[src/rtl/piano_pwm_out.sv]
// PWM audio output stage: FIFO-buffered 8-bit samples, each replayed for SAMPLE_REPEAT
// 256-cycle PWM periods. Optional volume attenuation is enabled by defining PIANO_PWM_VOLUME_EN.
module piano_pwm_out #(
  parameter int FIFO_DEPTH    = 4,
  parameter int PREFILL       = 2,
  parameter int SAMPLE_REPEAT = 4
) (
  input  logic                              clk,
  input  logic                              rst_n,
  input  logic                              en,
  input  logic [7:0]                        wave_in,
  input  logic                              wave_valid,
`ifdef PIANO_PWM_VOLUME_EN
  input  logic [2:0]                        vol,
`endif
  output logic                              wave_ready,
  output logic                              pwm_out,
  output logic                              playing,
  output logic                              underrun,
  output logic [$clog2(FIFO_DEPTH+1)-1:0]   fill
);

  localparam int ADDR_W = $clog2(FIFO_DEPTH);
  localparam int FILL_W = $clog2(FIFO_DEPTH + 1);
  localparam int REP_W  = (SAMPLE_REPEAT > 1) ? $clog2(SAMPLE_REPEAT) : 1;
  localparam logic [FILL_W-1:0] FULL_LVL    = FILL_W'(FIFO_DEPTH);
  localparam logic [FILL_W-1:0] PREFILL_LVL = FILL_W'(PREFILL);
  localparam logic [REP_W-1:0]  REP_LAST    = REP_W'(SAMPLE_REPEAT - 1);

  typedef enum logic {IDLE, PLAY} state_t;
  state_t state, next_state;

  logic [7:0]        mem [FIFO_DEPTH];
  logic [ADDR_W-1:0] head, tail;
  logic [7:0]        cnt, cur_sample, cmp_sample;
  logic [REP_W-1:0]  rep;
  logic              push, pop, start, boundary, starve, active;

  assign wave_ready = (fill != FULL_LVL);
  assign push       = wave_valid && wave_ready;
  assign playing    = (state == PLAY);
  assign active     = (state == PLAY) && en;

  always_comb begin
    next_state = state;
    start      = 1'b0;
    boundary   = 1'b0;
    case (state)
      IDLE: begin
        if (en && fill >= PREFILL_LVL) begin
          next_state = PLAY;
          start      = 1'b1;
        end
      end
      PLAY: begin
        // Dropping en wins over a coincident sample boundary: nothing is popped or flagged.
        if (!en) next_state = IDLE;
        else     boundary   = (cnt == 8'hFF) && (rep == REP_LAST);
      end
      default: next_state = IDLE;
    endcase
  end

  // Pop decisions use the registered level, so a same-edge push never rescues an underrun.
  assign pop    = start || (boundary && fill != '0);
  assign starve = boundary && (fill == '0);

`ifdef PIANO_PWM_VOLUME_EN
  logic signed [8:0] diff, scaled;
  assign diff       = $signed({1'b0, cur_sample}) - 9'sd128;
  assign scaled     = diff >>> vol;
  assign cmp_sample = 8'h80 + scaled[7:0];
`else
  assign cmp_sample = cur_sample;
`endif

  always_ff @(posedge clk or negedge rst_n) begin
    if (!rst_n) state <= IDLE;
    else        state <= next_state;
  end

  always_ff @(posedge clk or negedge rst_n) begin
    if (!rst_n) begin
      head <= '0;
      tail <= '0;
      fill <= '0;
    end else begin
      if (push) tail <= tail + 1'b1;
      if (pop)  head <= head + 1'b1;
      if (push && !pop)      fill <= fill + 1'b1;
      else if (pop && !push) fill <= fill - 1'b1;
    end
  end

  always_ff @(posedge clk) begin
    if (push) mem[tail] <= wave_in;
  end

  always_ff @(posedge clk or negedge rst_n) begin
    if (!rst_n) begin
      cnt        <= '0;
      rep        <= '0;
      cur_sample <= 8'h80;
      pwm_out    <= 1'b0;
      underrun   <= 1'b0;
    end else begin
      underrun <= starve;
      pwm_out  <= active && (cnt < cmp_sample);
      if (pop)         cur_sample <= mem[head];
      else if (starve) cur_sample <= 8'h80;
      if (active) begin
        cnt <= cnt + 1'b1;
        if (cnt == 8'hFF) rep <= (rep == REP_LAST) ? '0 : rep + 1'b1;
      end else begin
        cnt <= '0;
        rep <= '0;
      end
    end
  end

endmodule

[config.mk]
export PLATFORM = sky130hd
export DESIGN_NAME = piano_pwm_out
export DESIGN_NICKNAME = d
export VERILOG_FILES = /design/src/rtl/piano_pwm_out.sv
export SDC_FILE = /design/constraint.sdc
export NUM_CORES = 1
export LEC_CHECK = 0
export ABC_CLOCK_PERIOD_IN_PS = 2600
export BUFFER_PORTS_ARGS = -buffer_cell sky130_fd_sc_hd__buf_2
export CORE_UTILIZATION = 53
export CTS_BUF_LIST = sky130_fd_sc_hd__clkbuf_2
export DETAILED_ROUTE_END_ITERATION = 7
export GPL_TIMING_DRIVEN = 0
export PLACE_DENSITY = 0.74
export SLEW_MARGIN = 20
export SYNTH_ARGS = -nofsm -noshare
export SYNTH_HDL_FRONTEND = slang
export SYNTH_SLANG_ARGS = --single-unit
[constraint.sdc]
create_clock -name clk -period 2.6 [get_ports clk]
set_input_delay 0.26 -clock clk [delete_from_list [all_inputs] [get_ports clk]]
set_output_delay 0.26 -clock clk [all_outputs]
set_load 0.01 [all_outputs]
==> impl_results.md, run 1 <==
- Final #Nets: ~240
- Max stage delay on crit path: 0.44 ns
- Largest cells by area after synthesis: edfxtp_1 (36%), dfrtp_1 (25%), ha_1 (6.6%), mux4_1 (4.9%), mux4_2 (2.5%)
- Sequential Power Share: 0.517
- Via-to-Cell Ratio: about 5.3
- Gr ovfl total: 0
- Clock Latency Late Sink: between 0.4 and 0.5 ns
- Status: complete, no violations
- Fillcell total: around 370
- First-pass GRT wire length: a little over 7000 um
- Mapped Avg Cell Area: around 15 um2
- Initial DRT Pass Iterations: 4
- Distinct cells, synth: 39
- Most numerous cell in the Yosys netlist: edfxtp_1
- 1st-iter DRT viols: between 60 and 70
- Worst-path fanout max: 10
- N_diodes: 0
- CTS Hold Bufs: 9
- DIE WIDTH: around 73 um
- Logic pwr share: 0.319
- Gr usage total: 0.195
- Area growth syn-to-layout: 12.8%
- Routed Antenna Nets: 0
- Critical Path AT: 2.81 ns
- Pin count of the biggest net entering global routing: 29
- CTS root buffer: clkbuf_2
- Fmax achieved: 0.414 GHz
- Switch Pwr: between 0.0008 and 0.0009 W
- Worst setup SP type: flop
- CTS resizes: 0
- Worst Max-Slew Pin Slew: 0.635 ns
- Initial antenna violation count: 0
- Share of the synthesized area in the top cell type: 0.361
- Post-Layout Cell Count: around 290
- Die Ht: 72.8 um
- Mapped cell area: roughly 2700 um2
- Maximum VDD drop: roughly 0.48 mV
- Critical Path RT: approximately 3.0 ns
- Synth async-reset ratio: 0.467
- Setup Skew: 0.0248 ns
- Sw frac: 0.329
- Initial core utilization: 0.556
- Drt wl/cell: around 15 um
- Seq cells post-synth: 60
- Setup TNS: 0 ns
- Row cnt: 25
- Number of buffers created by CTS: 9
- Unrepaired setup endpoints after global routing: no
- Worst-path cell with the longest stage delay: dfrtp_1
- Core area: 4790 um2
- Syn. warnings: 0
- Finish-stage setup viols: 0
- Cells after Synth: approximately 180
- Htree depth: 3
- Layout cell share with drive strength beyond 1: 0.205
- Slew Viols, Final: 0
- DIE AREA: about 5300 um2
- Final period util: 0.928
- Post-synthesis sequential area ratio: 0.625
- Clk slew on worst S/H paths: between 0.15 and 0.2 ns
- Final hold violations: 0
- Leakage power: between 1 and 1.5 nW
- Final wirelength: ~4300 um
- Post-synth top cells: edfxtp_1 (32), dfrtp_1 (27), inv_1 (17), ha_1 (14), nor2_1 (12)
- Cells along the critical path: ha_1, nand3_4, nor3_4, o21bai_4, ha_1, inv_1, fa_1, xor2_1, nor2_1, xor2_1
- Gpl congestion: around 0.75
- Vias in the first global route: about 1,500
- Syn_nets: just over 200
- Post-synth EDFFs: 32
- Clk sinks: 60
- Post-CTS Setup Inserts: 0
- Clock Power Share: 0.163
- Clock Tree Buf Depth: 2
- PwrDens: ~880 nW/um2
- Total number of vias: 1,507
- Ports: 19
- Yosys top cell by area: edfxtp_1
- Max_slew headroom: 0.576
- CTS tree: done
- DRC viols: 0
- Type of the tightest min-delay check: in -> reg
- PortBufs: 18
- Min Hold Slack: slightly below 0.03 ns
- DP Cell Count: 261
- Min Tclk post-route: between 2 and 2.5 ns
- Top FF cell, synth: edfxtp_1
- Setup CP Type: reg -> reg
- Final Total Pwr: 0.00265 W
- # Max-Cap Violations: 0
- Pint: 0.00177 W
- Detail Placement HPWL: roughly 3000 um
- Crit end category: flop
## kinds of logic (layout without fill, tap and decap cells)
group           after synthesis  in the layout  share of synthesized area
buf+inv                      19             62                     0.0273
compound gates               22             22                     0.0640
xor+xnor                     11             11                     0.0362
flops                        60             60                      0.625
mux                          11             11                     0.0871
fa+ha+maj                    15             15                     0.0734
simple gates                 38             38                     0.0866
## cells in the final DEF, fill, tap and decap left out, types with 7 or more instances in the layout
cell type and count:
and3_1 7, edfxtp_1 32, xnor2_1 7, buf_2 19
dfrtp_1 27, clkbuf_2 11, inv_1 17, dlygate4sd3_1 9
nor2_1 12, o2bb2ai_1 7, ha_1 14
## path summary, 6_finish.rpt
check / from / end / slack [ns] / cells past startpoint
worst max-delay path: cnt[0] / fill[2] / 0.19 / 10
worst min-delay path: en / playing / 0.03 / 2
worst max register to register: cnt[0] / fill[2] / 0.19 / 10
worst min register to register: cmp_sample[6] / cmp_sample[6] / 0.50 / 1
max in group asynchronous: rst_n / cmp_sample[6] / 1.84 / 2
min in group asynchronous: rst_n / underrun / 0.32 / 2
## area by class of cell
cell class              instances  area [um2]  share of cell area
flip-flops and latches         60        1660               0.555
multi-input cells              97         923               0.308
repair buffers                 27         180              0.0601
well taps                      67        83.8              0.0280
inverters                      17        63.8              0.0213
clock buffers                  11        55.1              0.0184
clock inverters                 5        20.0             0.00668
plain buffers                   2        8.76             0.00292
## critical path, delay by kind of cell, from the launching register on
kind | cells | cell delay, ns
simple gates | 3 | 0.35
fa+ha+maj | 3 | 0.88
xor+xnor | 2 | 0.35
buf+inv | 1 | 0.06
compound gates | 1 | 0.26
flops | 1 | 0.44
## registers in the layout, summed over array words and instances, names as in the netlist
name	flops
fill	3
mem	32
cmp_sample	8
underrun	1
playing	1
cnt	8
pwm_out	1
tail	2
rep	2
head	2
## power by group through the flow
stage | clock, W | sequential, W | combinational (W)
2_1_floorplan | 0 | 0.00137 | 0.000623
3_3_place_gp | 0 | 0.00137 | 0.000790
3_5_place_dp | 0 | 0.00139 | 0.000841
4_1_cts | 0.000444 | 0.00137 | 0.000856
5_1_grt | 0.000486 | 0.00140 | 0.000950
6_report | 0.000432 | 0.00137 | 0.000845
## per-stage QoR
stage | utilization | worst slack, ns | instance area [um2]
floorplan | - | 0.459 | 2660
global placement | 0.592 | 0.315 | 2830
detailed placement | 0.592 | 0.232 | 2830
CTS | 0.626 | 0.205 | 3000
global route | 0.626 | 0.0876 | 3000
finish | 0.626 | 0.187 | 3000
## metal layers
layer,GRT usage,vias up,share of wire
met3,0.0773,9,0.041
li1,-,723,-
met2,0.310,34,0.50
met5,0,-,0
met1,0.234,741,0.44
met4,0.0915,0,0.016
(Power assumes the default switching activity.)
==> inputs of run 2 (changes only) <==
--- a/config.mk
+++ b/config.mk
@@ -11,6 +11,7 @@
 export CTS_BUF_LIST = sky130_fd_sc_hd__clkbuf_2
 export DETAILED_ROUTE_END_ITERATION = 7
 export GPL_TIMING_DRIVEN = 0
+export HOLD_SLACK_MARGIN = 0.08
 export PLACE_DENSITY = 0.74
 export SLEW_MARGIN = 20
 export SYNTH_ARGS = -nofsm -noshare
==> run 2 against run 1 <==
  * Clock power hardly changed
  * Hold slack improved by 0.23 ns
  * Core utilization rose by 0.21 points
  * Count of clock-buffer cells in the layout did not move
  * Critical endpoint unchanged
  * Design area grew 0.33%
  * First-iteration DRC count is 12% higher
==> impl_results.md, run 2 (synthesis gave the netlist of run 1 again) <==
- Status: complete, no violations (unchanged)
- Gpl congestion: 0.752 (unchanged)
- Hold EP: tail[0] (was playing)
- Via-to-Cell Ratio: 5.25 (was 5.27)
- Worst R2R End: fill[2] (unchanged)
- Initial DRT Pass Iterations: 4 (unchanged)
- Max reg flops: 32 (unchanged)
- Initial core utilization: 0.556 (unchanged)
- Reg area: 1660 um2 (unchanged)
- Multi-input gate area: 923 um2 (unchanged)
- Detail Placement HPWL: 2970 um (unchanged)
- Critical Path RT: 3.00 ns (about the same)
- Type of the tightest min-delay check: in -> reg (unchanged)
- Crit end category: flop (unchanged)
- Most frequent cells in the layout: edfxtp_1 (32), dfrtp_1 (27), buf_2 (19), inv_1 (17), ha_1 (14) (unchanged)
- Fin util: 0.628 (was 0.626)
- Post-CTS Setup Inserts: 0 (unchanged)
- PortBufs: 18 (unchanged)
- N_diodes: 0 (unchanged)
- DIE WIDTH: 72.8 um (unchanged)
- Setup Skew: 0.0261 ns (was 0.0248 ns)
- Total number of vias: 1,508 (was 1,507)
- Clock Latency Late Sink: 0.47 ns (about the same)
- Maximum VDD drop: 0.480 mV (about the same)
- Row cnt: 25 (unchanged)
- Worst Max-Slew Pin Slew: 0.632 ns (was 0.635 ns)
- Setup TNS: 0 ns (unchanged)
- Leakage power: 1.29 nW (about the same)
- Final #Nets: 242 (was 241)
- DIE AREA: 5300 um2 (unchanged)
- Core area: 4790 um2 (unchanged)
- Unrepaired setup endpoints after global routing: no (unchanged)
- Worst setup SP type: flop (unchanged)
- Drt wl/cell: 15.2 um (about the same)
- Fmax achieved: 0.415 GHz (was 0.414 GHz)
- Vias in the first global route: 1,553 (was 1,548)
- Final hold violations: 0 (unchanged)
- Reg2reg path depth: 10 (unchanged)
- CTS Hold Bufs: 10 (was 9)
- Final wirelength: 4370 um (was 4340 um)
- Number of buffers created by CTS: 9 (unchanged)
- PwrDens: 881 nW/um2 (was 882 nW/um2)
- Clock Tree Buf Depth: 2 (unchanged)
- Max_slew headroom: 0.579 (was 0.576)
- CTS root buffer: clkbuf_2 (unchanged)
- Routed Antenna Nets: 0 (unchanged)
- Setup CP Type: reg -> reg (unchanged)
- Largest Register: mem (unchanged)
- DRC viols: 0 (unchanged)
- 1st-iter DRT viols: 74 (was 66)
- Slew Viols, Final: 0 (unchanged)
- First-pass GRT wire length: 7270 um (was 7240 um)
- Worst r2r src: cnt[0] (unchanged)
- Worst-path fanout max: 10 (unchanged)
- Worst Hold Launch: wave_valid (was en)
- CTS resizes: 0 (unchanged)
- Critical Path AT: 2.81 ns (about the same)
- Area growth syn-to-layout: 13.1% (was 12.8%)
- Gr ovfl total: 0 (unchanged)
- # Max-Cap Violations: 0 (unchanged)
- Hold depth: 3 (was 2)
- Min Tclk post-route: 2.41 ns (about the same)
- Layout cell share with drive strength beyond 1: 0.205 (about the same)
- Finish-stage setup viols: 0 (unchanged)
- Ports: 19 (unchanged)
- Pin count of the biggest net entering global routing: 29 (unchanged)
- Initial antenna violation count: 0 (unchanged)
- Most common cell after layout, fill and taps aside: edfxtp_1 (unchanged)
- Final period util: 0.927 (was 0.928)
- Htree depth: 3 (unchanged)
- Gr usage total: 0.196 (was 0.195)
- Clk slew on worst S/H paths: 0.17 ns (about the same)
- CTS tree: done (unchanged)
- Die Ht: 72.8 um (unchanged)
- Worst R2R Setup Slack: 0.19 ns (about the same)
- Fillcell total: 363 (was 365)
- Clk sinks: 60 (unchanged)
-- run 2: cell count changes in the layout (fill, tap and decap cells not counted) --
cell / delta
dlygate4sd3_1: +1
-- run 2: power by group --
part           switching (W)  total (W)  internal (W)
clock network       0.000312   0.000433      0.000121
registers           0.000125    0.00137       0.00125
logic               0.000437   0.000846      0.000410
-- run 2: worst max path at each step --
| stage | start | end | slack, ns | cells after the start |
|---|---|---|---|---|
| detailed placement | cnt[0] | fill[1] | 0.23 | 8 |
| global placement | cnt[0] | fill[1] | 0.32 | 8 |
| floorplan | cnt[0] | fill[1] | 0.46 | 8 |
| finish | cnt[0] | fill[2] | 0.19 | 10 |
| CTS | cnt[0] | fill[2] | 0.20 | 10 |
| global route | cnt[0] | fill[1] | 0.09 | 8 |
-- run 2: final cells by class --
cell class,instances,share of cell area
flip-flops and latches,60,0.553
multi-input cells,97,0.307
repair buffers,28,0.0632
well taps,67,0.0279
inverters,17,0.0212
clock buffers,11,0.0183
clock inverters,5,0.00666
plain buffers,2,0.00291
-- run 2: routing by layer --
layer | vias to the layer above | wire length [um] | GRT usage | share of wire
met4 | 0 | 71 | 0.0915 | 0.016
met2 | 32 | 2190 | 0.312 | 0.50
met3 | 9 | 172 | 0.0773 | 0.039
met5 | - | 0 | 0 | 0
li1 | 726 | - | - | -
met1 | 741 | 1940 | 0.235 | 0.44
-- run 2: metrics by stage --
step                      hold WS [ns]  cell area [um2]  total power, W  instances  setup slack, ns
final                            0.260             3010         0.00265        287            0.189
after floorplan                -0.0356             2660         0.00199        176            0.459
after global placement           0.294             2830         0.00216        261            0.315
after detailed placement         0.318             2830         0.00223        261            0.232
after CTS                        0.226             3010         0.00267        287            0.205
after global routing             0.262             3010         0.00284        287           0.0876
-- run 2: critical path: stages, from the launching register on --
cell	delay [ns]
dfrtp_1	0.44
ha_1	0.27
nand3_4	0.14
nor3_4	0.08
o21bai_4	0.26
ha_1	0.24
inv_1	0.06
fa_1	0.37
xor2_1	0.15
nor2_1	0.13
xor2_1	0.20
